### config.mk
export PLATFORM = sky130hd
export DESIGN_NAME = rx_frame_ctrl
export DESIGN_NICKNAME = d
export VERILOG_FILES = /design/src/rtl/uart_pkg.sv /design/src/rtl/sync_fifo.sv /design/src/rtl/rx_frame_ctrl.sv
export SDC_FILE = /design/constraint.sdc
export NUM_CORES = 1
export LEC_CHECK = 0
export CAP_MARGIN = 20
export CORE_MARGIN = 8
export CORE_UTILIZATION = 53
export DETAILED_ROUTE_END_ITERATION = 8
export GPL_TIMING_DRIVEN = 0
export HOLD_SLACK_MARGIN = 0.08
export PLACE_DENSITY_LB_ADDON = 0.08
export SLEW_MARGIN = 5
export SYNTH_ARGS = -nofsm -noshare
export SYNTH_HDL_FRONTEND = slang
export SYNTH_SLANG_ARGS = --single-unit
export TNS_END_PERCENT = 50
### constraint.sdc
create_clock -name sys_clk -period 3 [get_ports sys_clk]
set_input_delay 0.75 -clock sys_clk [delete_from_list [all_inputs] [get_ports sys_clk]]
set_output_delay 0.75 -clock sys_clk [all_outputs]
set_load 0.01 [all_outputs]
### src/rtl/uart_pkg.sv
// Shared constants and FSM encoding for the UART receive path.
// Pure declarations; no timing or flow-control behaviour of its own.
package uart_pkg;

  typedef enum logic [1:0] {
    ST_IDLE   = 2'd0,
    ST_RECV   = 2'd1,
    ST_COMMIT = 2'd2
  } rx_state_t;

  localparam int DEF_FIFO_DEPTH = 4;
  localparam int DEF_ERR_CNT_W  = 8;

endpackage

### src/rtl/sync_fifo.sv
// Single-clock FIFO; a push is visible on rd_dat/level the cycle after it is accepted.
// A push into a full FIFO is only taken alongside a pop; rd_dat reads 0 while empty.
module sync_fifo #(
  parameter int WIDTH = 8,
  parameter int DEPTH = 4
) (
  input  logic                     clk,
  input  logic                     rst_n,
  input  logic                     push,
  input  logic [WIDTH-1:0]         push_dat,
  input  logic                     pop,
  output logic [WIDTH-1:0]         rd_dat,
  output logic [$clog2(DEPTH):0]   level
);

  localparam int AW    = $clog2(DEPTH);
  localparam int LVL_W = AW + 1;
  localparam logic [LVL_W-1:0] FULL_LVL = LVL_W'(DEPTH);

  logic [WIDTH-1:0] mem [DEPTH];
  logic [AW-1:0]    wr_ptr;
  logic [AW-1:0]    rd_ptr;
  logic             do_push;
  logic             do_pop;

  assign do_pop  = pop && (level != '0);
  assign do_push = push && ((level != FULL_LVL) || do_pop);

  // Power-of-two depth lets the pointers wrap by plain overflow.
  always_ff @(posedge clk or negedge rst_n) begin
    if (!rst_n) begin
      wr_ptr <= '0;
      rd_ptr <= '0;
      level  <= '0;
    end else begin
      if (do_push) wr_ptr <= wr_ptr + 1'b1;
      if (do_pop)  rd_ptr <= rd_ptr + 1'b1;
      case ({do_push, do_pop})
        2'b10:   level <= level + 1'b1;
        2'b01:   level <= level - 1'b1;
        default: level <= level;
      endcase
    end
  end

  always_ff @(posedge clk) begin
    if (do_push) mem[wr_ptr] <= push_dat;
  end

  assign rd_dat = (level != '0) ? mem[rd_ptr] : '0;

endmodule

### src/rtl/rx_frame_ctrl.sv
// Frame receive controller: syncs rx_busy, commits each finished frame into a byte FIFO.
// Byte visible 2 cycles after synced busy falls; full FIFO drops the byte and flags overrun.
module rx_frame_ctrl
  import uart_pkg::*;
#(
  parameter int FIFO_DEPTH = DEF_FIFO_DEPTH,
  parameter int ERR_CNT_W  = DEF_ERR_CNT_W
) (
  input  logic                          sys_clk,
  input  logic                          rst_n,
  input  logic                          rx_en,
  input  logic                          rx_busy,
  input  logic [7:0]                    rx_data,
  input  logic                          rx_parity_ok,
  output logic                          rd_valid,
  input  logic                          rd_ready,
  output logic [7:0]                    rd_data,
  output logic [$clog2(FIFO_DEPTH):0]   fifo_level,
  output logic                          overrun,
  output logic [ERR_CNT_W-1:0]          parity_err_cnt,
  input  logic                          status_clr
);

  localparam int LVL_W = $clog2(FIFO_DEPTH) + 1;
  localparam logic [LVL_W-1:0] FULL_LVL = LVL_W'(FIFO_DEPTH);

  logic      busy_meta;
  logic      busy_s;
  logic      busy_d;
  logic      busy_rise;
  logic      busy_fall;
  rx_state_t state;
  rx_state_t state_nxt;
  logic      commit;
  logic      pop;
  logic      has_space;
  logic      push;
  logic      ovr_set;
  logic      perr_inc;

  // busy_d is the edge-detect history, not a third sync stage.
  always_ff @(posedge sys_clk or negedge rst_n) begin
    if (!rst_n) begin
      busy_meta <= 1'b0;
      busy_s    <= 1'b0;
      busy_d    <= 1'b0;
    end else begin
      busy_meta <= rx_busy;
      busy_s    <= busy_meta;
      busy_d    <= busy_s;
    end
  end

  assign busy_rise = busy_s & ~busy_d;
  assign busy_fall = ~busy_s & busy_d;

  always_ff @(posedge sys_clk or negedge rst_n) begin
    if (!rst_n) state <= ST_IDLE;
    else        state <= state_nxt;
  end

  always_comb begin
    state_nxt = state;
    commit    = 1'b0;
    case (state)
      ST_IDLE:   if (busy_rise && rx_en) state_nxt = ST_RECV;
      ST_RECV:   if (busy_fall)          state_nxt = ST_COMMIT;
      ST_COMMIT: begin
        commit    = 1'b1;
        state_nxt = ST_IDLE;
      end
      default:   state_nxt = ST_IDLE;
    endcase
  end

  assign rd_valid  = (fifo_level != '0);
  assign pop       = rd_valid & rd_ready;
  // A same-cycle pop frees the slot the commit needs.
  assign has_space = (fifo_level != FULL_LVL) | pop;
  assign push      = commit & rx_parity_ok & has_space;
  assign ovr_set   = commit & rx_parity_ok & ~has_space;
  assign perr_inc  = commit & ~rx_parity_ok;

  // Set/increment takes priority over a coincident clear.
  always_ff @(posedge sys_clk or negedge rst_n) begin
    if (!rst_n) begin
      overrun        <= 1'b0;
      parity_err_cnt <= '0;
    end else begin
      if (ovr_set)         overrun <= 1'b1;
      else if (status_clr) overrun <= 1'b0;

      if (perr_inc) begin
        if (status_clr)                   parity_err_cnt <= ERR_CNT_W'(1);
        else if (parity_err_cnt != '1)    parity_err_cnt <= parity_err_cnt + 1'b1;
      end else if (status_clr) begin
        parity_err_cnt <= '0;
      end
    end
  end

  sync_fifo #(
    .WIDTH (8),
    .DEPTH (FIFO_DEPTH)
  ) u_fifo (
    .clk      (sys_clk),
    .rst_n    (rst_n),
    .push     (push),
    .push_dat (rx_data),
    .pop      (pop),
    .rd_dat   (rd_data),
    .level    (fifo_level)
  );

endmodule

==> results_dict.tcl <==
set metrics [dict create \
    fin_nets 222 \
    synth.top_cell.area_share 0.407 \
    ios 36 \
    postRouteAntennaNets 0 \
    ys.flop_type "edfxtp_1" \
    area_growth_pct 21.4 \
    avgSynthCellArea_um2 14.9 \
    cts_setup_buffers 0 \
    syn_inst 158 \
    rsz0062_at_grt "false" \
    hold_viol 0 \
    worstSetupStartpoint "u_fifo.level[0]" \
    crit_family "buffers and inverters" \
    synth_edf_count 32 \
    drt-total-wl_um 4330 \
    core_mm2 0.00432 \
    drc 0 \
    root_buffer "clkbuf_8" \
    tightest_slew_ns 0.935 \
    r2r_cells 9 \
    period_share 0.968 \
    endpoint "rd_data[7]" \
    finalSetupTns_ns 0 \
    rows 24 \
    start_kind "flip-flop" \
    grt_pass1_vias 1458 \
    globalplace.congestion 0.778 \
    die_h_um 82.7 \
    slew_violations 0 \
    power_density_mw_per_mm2 695 \
    total_leakage_power_uw 0.00106 \
    n_antenna_cell 0 \
    setup_viol_count_final 0 \
    grt_overflow 0 \
    syn-num-nets 180 \
    crit_path_top_delay_cell "or3_2" \
    async_flop_share 0.396 \
    h-tree-depth 2 \
    clock_path_buffers 2 \
    synthTopCellsByArea "edfxtp_1 (41%), dfrtp_1 (22%), mux4_2 (7.6%), ha_1 (3.2%), and2_1 (2.9%)" \
    hold_path.class "reg -> reg" \
    fin_skew_ns 0.00443 \
    crit_arrival_ns 2.15 \
    dieArea_mm2 0.00685 \
    yosysWarnings 0 \
    ys_seq_area_frac 0.630 \
    cts-resized-gates 0 \
    clock_sinks 53 \
    reg2reg_from "u_fifo.level[0]" \
    vias 1392 \
    cts_tree "done" \
    layout-drive-gt1-share 0.144 \
    cp_slowest_stage_delay_ns 0.50 \
    grt_util_all_layers 0.140 \
    drtPass1Iterations 4 \
    cts_buffers 5 \
    post_dp_cell_area_mm2 0.00278 \
    maxCapViolCount 0 \
    yosysTopAreaCell "edfxtp_1" \
    multi_input_comb_area_um2 811 \
    ys_ff_latch 53 \
    fillers 338 \
    r2r-end "u_fifo.level[2]" \
    drt_iter0_drc 45 \
    port_buffers 35 \
    totalPowerFinal_uw 1990 \
    peakVddDrop_v 0.000307 \
    ys_types 42 \
    antenna_found_initial 0 \
    seq_area_mm2 0.00149 \
    max_freq_mhz 344 \
    vias_per_cell 5.50 \
    status "finished clean" \
    ctsHoldBuffers 0 \
    grt_pass1_wl_um 7120 \
    critPathMaxFanout 10 \
    start_util 0.546 \
    worstPathCellList "or3_2 > clkbuf_1 > and2_1 > clkdlybuf4s50_1" \
    path_clk_slew_ns 0.08 \
    wl_per_cell_um 17.1 \
    critPathKind "reg -> out" \
    final_area_mm2 0.00287 \
    syn_area_mm2 0.00236 \
    clk_latency_ns 0.30 \
    grt_max_degree 22 \
    worstPathRequired_ns 2.25 \
    period_needed_ns 2.90 \
    synthTopCellsByCount "edfxtp_1 (32), dfrtp_1 (21), and2_1 (11), inv_1 (10), mux4_2 (8)" \
    dieWidth_um 82.7 \
    synth.most_common_cell "edfxtp_1" \
    crit_path_end_kind "output pin" \
    dp_hpwl_um 3180 \
    worst_hold_slack_ns 0.359 \
    path_depth 4 \
    cp.buffers_inverters 2 \
    reg2reg_slack_ns 0.62 \
    max-slew-margin-rel 0.375 \
    hold-path-cell-count 0 \
]
==> where the power goes <==
part	switching, µW	internal (µW)
Clock	210	188
Sequential	50.9	836
Combinational	301	407
==> cell type report <==
type,count,area share
inverter,10,0.0131
tap,52,0.0227
buffer,6,0.00917
multi-input combinational,89,0.283
timing repair buffer,35,0.122
clock buffer,8,0.0314
sequential,53,0.519
==> cell usage in the layout (no fill, tap or decap), types with 3 or more instances in the layout <==
cell / n
edfxtp_1: 32
nand2b_1: 3
nor2b_1: 4
xor2_1: 3
and2_1: 11
inv_1: 10
clkbuf_1: 5
dfrtp_1: 21
and2_2: 4
xnor2_1: 3
nor3_1: 3
nand3_1: 5
nand2_1: 3
mux4_2: 8
ha_1: 6
clkbuf_8: 6
nor2_1: 4
clkdlybuf4s50_1: 35
buf_2: 3
==> metal layers <==
metal / global-route usage / up-vias / share of wire
met5: 0 / - / 0
met4: 0.0466 / 0 / 0.013
li1: - / 667 / -
met3: 0.0379 / 6 / 0.052
met2: 0.224 / 29 / 0.49
met1: 0.180 / 690 / 0.45
==> stage by stage <==
step                instances  setup slack (ns)  utilization
floorplan                 158             0.510            -
global placement          245           -0.0215        0.642
detailed placement        245            -0.121        0.642
CTS                       253            0.0504        0.663
global route              253          0.000418        0.663
finish                    253            0.0959        0.663
==> worst register-to-register path: cells and delay by family, from the launching register on <==
family        cells  cell delay [ns]
buf+inv           2             0.13
flops             1             0.43
simple gates      3             0.86
xor+xnor          2             0.32
fa+ha+maj         2             0.55
==> state kept, by name, summed over array words and instances, names as in the netlist <==
register,count
u_fifo.rd_ptr,2
busy_d,1
u_fifo.level,3
busy_s,1
u_fifo.mem,32
state,2
parity_err_cnt,8
overrun,1
busy_meta,1
u_fifo.wr_ptr,2
==> how the worst min path moves through the flow <==
stage	slack, ns	start	endpoint
CTS	0.36	busy_meta	busy_s
floorplan	0.33	busy_meta	busy_s
global placement	0.33	busy_meta	busy_s
global route	0.38	busy_meta	busy_s
finish	0.36	busy_meta	busy_s
detailed placement	0.34	busy_meta	busy_s
==> cells by family after synthesis <==
family | after synthesis | synth area share
AO/OA/AOI/OAI | 15 | 0.0498
AND/OR/NAND/NOR | 49 | 0.135
adder cells (fa/ha/maj) | 7 | 0.0403
buffers and inverters | 16 | 0.0270
flip-flops | 53 | 0.630
multiplexers | 12 | 0.0964
XOR/XNOR | 6 | 0.0223
No activity file was read; power rests on OpenSTA's default activity.
